===== src/rtl/elem_pkg.sv =====
// Shared types for the per-element pulse player: playback modes, FSM states
// and the parameter payload that travels beside the envelope memory.
package elem_pkg;

  // Payload field widths; the top-level defaults must match these.
  localparam int AMP_W   = 16;
  localparam int FREQ_W  = 9;
  localparam int PHASE_W = 17;
  localparam int MODE_W  = 2;

  typedef enum logic [1:0] {
    MODE_ONESHOT = 2'd0,
    MODE_HOLD    = 2'd1,
    MODE_LOOP    = 2'd2
  } mode_e;

  typedef enum logic [1:0] {
    ST_IDLE  = 2'd0,
    ST_PLAY  = 2'd1,
    ST_HOLD  = 2'd2,
    ST_DRAIN = 2'd3
  } state_e;

  typedef struct packed {
    logic [AMP_W-1:0]   amp;
    logic [FREQ_W-1:0]  freq;
    logic [PHASE_W-1:0] phase;
    logic [MODE_W-1:0]  mode;
    logic               last;
  } payload_t;

  // Mode 11 is unassigned and plays as a one-shot.
  function automatic logic is_oneshot(input logic [MODE_W-1:0] m);
    return !((m == MODE_HOLD) || (m == MODE_LOOP));
  endfunction

endpackage


===== src/rtl/elem_param_pipe.sv =====
// Delay line matching the envelope memory read latency; carries a valid bit
// and the command payload so both arrive together with the read data.
module elem_param_pipe
  import elem_pkg::*;
#(
  parameter int DEPTH = 3
) (
  input  logic     clk,
  input  logic     rst,
  input  logic     flush,
  input  logic     clear_last,
  input  logic     valid_in,
  input  payload_t din,
  output logic     valid_out,
  output payload_t dout,
  output logic     pending
);

  logic [DEPTH-1:0] v_q;
  payload_t         p_q     [DEPTH];
  payload_t         shift_d [DEPTH];

  // A pre-empting command strips the last tag from every sample still in flight.
  always_comb begin
    shift_d[0]      = din;
    shift_d[0].last = din.last && !clear_last;
    for (int i = 1; i < DEPTH; i++) begin
      shift_d[i]      = p_q[i-1];
      shift_d[i].last = p_q[i-1].last && !clear_last;
    end
  end

  always_ff @(posedge clk or posedge rst) begin
    if (rst) begin
      v_q <= '0;
      for (int i = 0; i < DEPTH; i++) p_q[i] <= '0;
    end else if (flush) begin
      v_q <= '0;
      for (int i = 0; i < DEPTH; i++) p_q[i].last <= 1'b0;
    end else begin
      v_q[0] <= valid_in;
      for (int i = 1; i < DEPTH; i++) v_q[i] <= v_q[i-1];
      for (int i = 0; i < DEPTH; i++) p_q[i] <= shift_d[i];
    end
  end

  // Samples that will emit on a later cycle, i.e. excluding the output stage.
  always_comb begin
    pending = 1'b0;
    for (int i = 0; i < DEPTH - 1; i++) pending = pending | v_q[i];
  end

  assign valid_out = v_q[DEPTH-1];
  assign dout      = p_q[DEPTH-1];

endmodule


===== src/rtl/elem_pulse_player.sv =====
// Element-side pulse player: turns a core command into envelope reads and
// emits each returned word with the command parameters aligned to it.
module elem_pulse_player
  import elem_pkg::*;
#(
  parameter int ENV_ADDR_WIDTH = 12,
  parameter int ENV_DATA_WIDTH = 32,
  parameter int AMP_WIDTH      = AMP_W,
  parameter int FREQ_WIDTH     = FREQ_W,
  parameter int PHASE_WIDTH    = PHASE_W,
  parameter int MODE_WIDTH     = MODE_W,
  parameter int ENV_RD_LATENCY = 3
) (
  input  logic                      clk,
  input  logic                      reset,
  input  logic                      elem_reset,
  input  logic                      cmdstb,
  input  logic [ENV_ADDR_WIDTH-1:0] envstart,
  input  logic [ENV_ADDR_WIDTH-1:0] envlength,
  input  logic [AMP_WIDTH-1:0]      ampx,
  input  logic [FREQ_WIDTH-1:0]     freqaddr,
  input  logic [PHASE_WIDTH-1:0]    pini,
  input  logic [MODE_WIDTH-1:0]     mode,
  output logic                      env_rd_en,
  output logic [ENV_ADDR_WIDTH-1:0] env_rd_addr,
  input  logic [ENV_DATA_WIDTH-1:0] env_rd_data,
  output logic                      sample_valid,
  output logic [ENV_DATA_WIDTH-1:0] sample_env,
  output logic [AMP_WIDTH-1:0]      sample_amp,
  output logic [FREQ_WIDTH-1:0]     sample_freq,
  output logic [PHASE_WIDTH-1:0]    sample_phase,
  output logic [MODE_WIDTH-1:0]     sample_mode,
  output logic                      busy,
  output logic                      done_stb,
  output state_e                    dbg_state
);

  // Handshake: no backpressure; each env_rd_en cycle returns one word exactly
  // ENV_RD_LATENCY cycles later, and sample_valid marks that word for one cycle.

  state_e                    state, state_d;
  logic [ENV_ADDR_WIDTH-1:0] start_q, len_q, cnt_q;
  logic [AMP_WIDTH-1:0]      amp_q;
  logic [FREQ_WIDTH-1:0]     freq_q;
  logic [PHASE_WIDTH-1:0]    phase_q;
  logic [MODE_WIDTH-1:0]     mode_q;
  logic                      cmd_go, cmd_zero, at_last, zero_done_q, busy_q;
  logic                      pipe_valid, pipe_pending;
  payload_t                  pipe_in, pipe_out;

  assign cmd_go   = cmdstb && !elem_reset && (envlength != '0);
  assign cmd_zero = cmdstb && !elem_reset && (envlength == '0);
  assign at_last  = (cnt_q == len_q - 1'b1);

  always_ff @(posedge clk or posedge reset) begin
    if (reset) state <= ST_IDLE;
    else       state <= state_d;
  end

  always_comb begin
    state_d = state;
    if (elem_reset) begin
      state_d = ST_IDLE;
    end else if (cmdstb) begin
      state_d = (envlength != '0) ? ST_PLAY : ST_IDLE;
    end else begin
      case (state)
        ST_PLAY: begin
          if (at_last) begin
            if (mode_q == MODE_HOLD)      state_d = ST_HOLD;
            else if (mode_q == MODE_LOOP) state_d = ST_PLAY;
            else                          state_d = ST_DRAIN;
          end
        end
        ST_HOLD:  state_d = ST_HOLD;
        ST_DRAIN: if (!pipe_pending) state_d = ST_IDLE;
        default:  state_d = ST_IDLE;
      endcase
    end
  end

  always_comb begin
    env_rd_en     = (state == ST_PLAY) || (state == ST_HOLD);
    env_rd_addr   = start_q + cnt_q;
    pipe_in       = '0;
    pipe_in.amp   = amp_q;
    pipe_in.freq  = freq_q;
    pipe_in.phase = phase_q;
    pipe_in.mode  = mode_q;
    pipe_in.last  = (state == ST_PLAY) && at_last && is_oneshot(mode_q);
  end

  always_ff @(posedge clk or posedge reset) begin
    if (reset) begin
      start_q     <= '0;
      len_q       <= '0;
      cnt_q       <= '0;
      amp_q       <= '0;
      freq_q      <= '0;
      phase_q     <= '0;
      mode_q      <= '0;
      zero_done_q <= 1'b0;
      busy_q      <= 1'b0;
    end else begin
      if (cmd_go) begin
        start_q <= envstart;
        len_q   <= envlength;
        amp_q   <= ampx;
        freq_q  <= freqaddr;
        phase_q <= pini;
        mode_q  <= mode;
        cnt_q   <= '0;
      end else if (state == ST_PLAY) begin
        // In hold and one-shot the counter parks on the last sample.
        if (!at_last)                cnt_q <= cnt_q + 1'b1;
        else if (mode_q == MODE_LOOP) cnt_q <= '0;
      end
      zero_done_q <= cmd_zero;
      busy_q      <= !elem_reset && ((state_d != ST_IDLE) || pipe_pending || pipe_valid);
    end
  end

  elem_param_pipe #(
    .DEPTH(ENV_RD_LATENCY)
  ) u_pipe (
    .clk       (clk),
    .rst       (reset),
    .flush     (elem_reset),
    .clear_last(cmdstb && !elem_reset),
    .valid_in  (env_rd_en),
    .din       (pipe_in),
    .valid_out (pipe_valid),
    .dout      (pipe_out),
    .pending   (pipe_pending)
  );

  assign sample_valid = pipe_valid;
  assign sample_env   = pipe_valid ? env_rd_data    : '0;
  assign sample_amp   = pipe_valid ? pipe_out.amp   : '0;
  assign sample_freq  = pipe_valid ? pipe_out.freq  : '0;
  assign sample_phase = pipe_valid ? pipe_out.phase : '0;
  assign sample_mode  = pipe_valid ? pipe_out.mode  : '0;
  assign done_stb     = zero_done_q || (pipe_valid && pipe_out.last);
  assign busy         = busy_q;
  assign dbg_state    = state;

endmodule


===== config.mk =====
export PLATFORM = sky130hd
export DESIGN_NAME = elem_pulse_player
export DESIGN_NICKNAME = d
export VERILOG_FILES = /design/src/rtl/elem_pkg.sv /design/src/rtl/elem_param_pipe.sv /design/src/rtl/elem_pulse_player.sv
export SDC_FILE = /design/constraint.sdc
export NUM_CORES = 1
export LEC_CHECK = 0
export BUFFER_PORTS_ARGS = -buffer_cell sky130_fd_sc_hd__buf_2
export CELL_PAD_IN_SITES_DETAIL_PLACEMENT = 1
export CELL_PAD_IN_SITES_GLOBAL_PLACEMENT = 2
export CORE_MARGIN = 2
export CORE_UTILIZATION = 37
export DETAILED_ROUTE_END_ITERATION = 6
export PLACE_DENSITY = 0.77
export SYNTH_ARGS = -nofsm -noshare
export SYNTH_HDL_FRONTEND = slang
export SYNTH_SLANG_ARGS = --single-unit

===== constraint.sdc =====
create_clock -name clk -period 7.1 [get_ports clk]
set_clock_uncertainty 0.15 [all_clocks]
set_input_delay 0.355 -clock clk [delete_from_list [all_inputs] [get_ports clk]]
set_output_delay 0.355 -clock clk [all_outputs]
set_load 0.1 [all_outputs]

; ---- Yosys cells after proc, flatten, opt, wreduce, memory -nomap -nowiden
; Index checks and enable logic that the tools add are counted.
; W data, S select, Z words.
[totals]
register_bits = 222
latchBits = 0
ram_bits = 0
mem_bits_ro = 0
input_bits = 104
out_inout_bits = 94
mem_count = 0
[classes]
n_addsub = 3
multipliers = 0
div = 0
n_lt_le_gt_ge = 0
n_eq_ne = 7
shifts = 0
muxes = 21
bitwise = 1
reduce_logical = 23
[op_table]
columns = cell, count
row1 = $mux W12, 4
row2 = $mux W32, 1
row3 = $mux W17, 1
row4 = $mux W16, 1
row5 = $mux W2, 7
row6 = $add A12 B1 Y12 const B, 1
row7 = $add A12 B12 Y12, 1
row8 = $eq A12 B12 Y1, 1
row9 = $logic_not A12 Y1, 1
row10 = $reduce_bool A12 Y1, 1
row11 = $sub A12 B1 Y12 const B, 1
row12 = $logic_and A1 B1 Y1, 10
row13 = $mux W9, 1
row14 = $eq A2 B2 Y1 const B, 3
row15 = $pmux W2 S3, 1
row16 = $logic_or A1 B1 Y1, 5
row17 = $eq A2 B1 Y1 const B, 2
row18 = $mux W1, 4
row19 = $reduce_bool A2 Y1, 2
row20 = $logic_not A1 Y1, 3
row21 = $mux W3, 1
row22 = $ne A3 B2 Y1 const B, 1
row23 = $reduce_and A2 Y1, 1
row24 = $or A1 B1 Y1, 1

; ---- Longest topological paths before layout
[logic_depth]
word_depth = 11
mapped_depth = 10
depth_no_buf = 10

; ---- By module
; A second synthesis with hierarchy kept.
[unflattened]
cells_unflattened = 813
area_unflattened_um2 = 10403.7
[modules_own_cells]
columns = mod, n_inst, cells_each, area_each_um2, seq_area_each_um2
row1 = elem_param_pipe, 1, 338, 5491.5, 3453.3
row2 = elem_pulse_player, 1, 475, 4912.2, 2102.0

; ---- Worst setup path after synthesis
; Ideal clock, no wire load.
[synth_path]
kind = register to output
start = register cnt_q[0]
end = output port env_rd_addr[10]
arrival_time_ns = 5.262
required_time_ns = 6.595
slack_ns = 1.333
path_stages_with_launch = 11
cell_sequence = dfrtp_1 ha_1 inv_1 fa_1 nor2b_1 o21ai_0 a21boi_0 o21ai_0 a21oi_1 o31a_1 o311ai_0
[synth_between]
elab_chain_len = 1
[synth_lines]
columns = item, line_no
row1 = "start, declared", elem_pulse_player.sv:42  ; logic [ENV_ADDR_WIDTH-1:0] start_q, len_q, cnt_q;
row2 = "start signal, assigned", elem_pulse_player.sv:115  ; if (!at_last) cnt_q <= cnt_q + 1'b1;
row3 = $add A12 B12 Y12, elem_pulse_player.sv:84  ; env_rd_addr = start_q + cnt_q;
row4 = "end, declared", elem_pulse_player.sv:25  ; output logic [ENV_ADDR_WIDTH-1:0] env_rd_addr,
; Every way passes these cells.

; ---- Final worst setup path
; Ends and elaborated chain as after synthesis.

==> results.yml <==
outcome:
  status: "completed"
place:
  port_buffers: 197
  dp_hpwl_um: 15000
  place.gp.congestion: 0.786
  place_area_sq_mm: 0.0113
detailed_routing:
  wl_met1_um: 9590
  drtPass1Iterations: 4
  drcViolationCount: 0
  via_per_inst: 4.89
  wl_met2_um: 11700
  top_layer: "met4"
  drtIter0Drc: 200
  dr_wl_met3_um: 1270
  wl_per_cell_um: 16.4
  wirelength_um: 22900
  antenna_left: 0
  dr_total_vias: 6812
power:
  p_sw_uw: 1010
  internal-power_uw: 2630
  comb_power_share: 0.184
  swShare: 0.277
  p_per_area_mw_per_mm2: 283
  clkPwrFrac: 0.367
  leakage_uw: 0.00600
  power_frac_seq: 0.449
  ir_drop_v: 0.000177
final_layout:
  nets: 1158
  mostFrequentLayoutCell: "dfrtp_1"
  num-fill-cells: 2805
  final_cell_mix: "221 x dfrtp_1, 196 x buf_2, 193 x mux2_2, 81 x and2_1, 70 x dlygate4sd3_1"
  drive_above_1_share: 0.421
  area_growth_pct: 29.2
  stdcell_area_sq_mm: 0.0129
timing:
  timing.fmax_mhz: 254
  setup_viol: 0
  holdWs_ps: 215
  period_share: 0.555
  rsz0062_at_grt: "false"
  fin_tns_setup_ps: 0
  slew_headroom: 0.396
  min_period_ps: 3940
  tightestPinTransition_ps: 906
  drv_slew: 0
  hold_viol_final: 0
yosys:
  synth_edf_count: 0
  syn_inst: 770
  async_reset_ff_frac: 1.00
  synth-seq-cells: 222
  synth_nets: 895
  synth-seq-area-share: 0.558
  synth_warnings: 0
  synth_area_sq_mm: 0.00996
  synthDistinctLibCells: 48
  synth_top_flop_cell: "dfrtp_1"
  syn_avg_cell_area_sq_um: 12.9
global_routing:
  antenna_found_initial: 1
  overflow: 0
  grt_max_degree: 102
  grt.total_usage: 0.165
  grt_pass1_vias: 7252
  grt_pass1_wl_um: 37700
floorplan:
  dieArea_sq_mm: 0.0282
  core-area_sq_mm: 0.0267
  die_height_um: 168
  start_util: 0.374
  rows: 60
  io_pins: 198
  die_w_um: 168
clocking:
  cts_resized: 0
  clockBufferDepth: 3
  clk_pin_slew_worst_paths_ps: 60
  h-tree-depth: 1
  cts_tree: "done"
  clk_latency_ps: 520
  clockRootBuffer: "clkbuf_16"
  cts_hold_buf: 70
  cts_setup_buffers: 0
  cts_sinks: 222
  cts_buffers: 26
worst_setup_path:
  worstSetupEndpointType: "primary output"
  crit_type: "flip-flop to primary output"
  arrival_ps: 3440
  cp.required_ps: 6590
  crit_fanout: 5
  startpoint_type: "flip-flop"
worst_hold_path:
  hold_path_class: "input pin to flip-flop"
flow_run:
  maxCapViolations: 0
==> area by class of cell <==
class                   count  area (sq um)  area share
multi-input cells         489          4180       0.325
clock buffers              40           773      0.0601
clock inverters             7           100     0.00778
repair buffers            273          1740       0.135
well taps                 341           427      0.0332
diodes                      1          2.50    0.000195
inverters                  21          86.3     0.00671
flip-flops and latches    222          5560       0.432
==> kinds of logic (layout without fill, tap and decap cells) <==
kind of cell,after synthesis,count (layout),synth area share
XOR/XNOR,20,20,0.0176
adder cells (fa/ha/maj),21,21,0.0271
AND/OR/NAND/NOR,185,185,0.108
buffers and inverters,59,341,0.0226
other,0,1,0
AO/OA/AOI/OAI,70,70,0.0488
multiplexers,193,193,0.218
flip-flops,222,222,0.558
==> worst paths after layout <==
| check | from | endpoint | slack, ps | cells past startpoint |
|---|---|---|---|---|
| setup / recovery | cnt_q[0]$_DFFE_PP0P_ | env_rd_addr[10] | 3160 | 11 |
| hold / removal | elem_reset | u_pipe.v_q[2]$_DFF_PP0_ | 220 | 2 |
| setup reg to reg | len_q[0]$_DFFE_PP0P_ | cnt_q[0]$_DFFE_PP0P_ | 3620 | 10 |
| hold reg to reg | u_pipe.p_q[45]$_DFF_PP0_ | u_pipe.dout[0]$_DFF_PP0_ | 300 | 1 |
| max in group asynchronous | reset | u_pipe.v_q[2]$_DFF_PP0_ | 5170 | 4 |
| min in group asynchronous | reset | u_pipe.p_q[126]$_DFFE_PP0N_ | 330 | 3 |
==> flip-flops by register name (all words and copies together), names as in the netlist, 3 cells and up <==
signal	cells
u_pipe.v_q	3
cnt_q	12
start_q	12
freq_q	9
amp_q	16
phase_q	17
len_q	12
u_pipe.p_q	90
u_pipe.dout	45
==> power groups by stage <==
stage | clock network (uW) | registers (uW) | logic (uW)
finish | 1330 | 1640 | 669
CTS | 1380 | 1640 | 679
floorplan | 0 | 1620 | 529
detailed placement | 0 | 1660 | 645
global placement | 0 | 1650 | 628
global route | 1430 | 1670 | 729
==> cell usage after synthesis (all sizes together), types with 2 or more instances <==
master  instances  area, sq um
mux2          193         2170
a21boi          2         15.0
or3             6         37.5
a21o            2         15.0
and3           10         62.6
nand4           4         25.0
a31oi           5         31.3
nor3            9         45.0
o41ai           2         17.5
and2           81          507
ha             20          250
a22o           11         96.3
o21ai          18         90.1
and3b           2         17.5
clkbuf         32          121
nor4            7         43.8
inv            21         78.8
nand2          17         63.8
a21oi           4         20.0
or2             3         18.8
xor2            7         61.3
nor2           19         71.3
o31a            2         17.5
o311ai          2         17.5
or4             2         15.0
o31ai           3         22.5
a211oi          2         15.0
a41oi           2         17.5
buf             6         25.0
nand3           2         10.0
nor2b          17          106
xnor2          13          114
dfrtp         222         5560
o22ai          10         62.6
==> layer usage <==
layer / vias up / global-route usage
met5: - / 0
met4: 0 / 0.0416
met3: 29 / 0.0343
met2: 158 / 0.299
met1: 3391 / 0.199
li1: 3234 / -
==> worst max-delay path, cell delays in order, from the launching register on <==
cell and delay (ps):
dfrtp_1 440, ha_1 220, inv_1 70, fa_1 200, nor2b_1 50, o21ai_0 190, a21boi_0 140, o21ai_0 260
a21oi_1 160, o31a_1 270, o311ai_0 400, buf_2 510
==> through the flow <==
stage / util / total power (uW) / worst slack [ps] / std cells
global placement: 0.423 / 2270 / 3690 / 1276
detailed placement: 0.423 / 2310 / 3610 / 1276
floorplan: - / 2150 / 517 / 770
finish: 0.483 / 3640 / 3160 / 1394
global route: 0.483 / 3830 / 2920 / 1394
CTS: 0.483 / 3700 / 3080 / 1393
(Power assumes the default switching activity.)
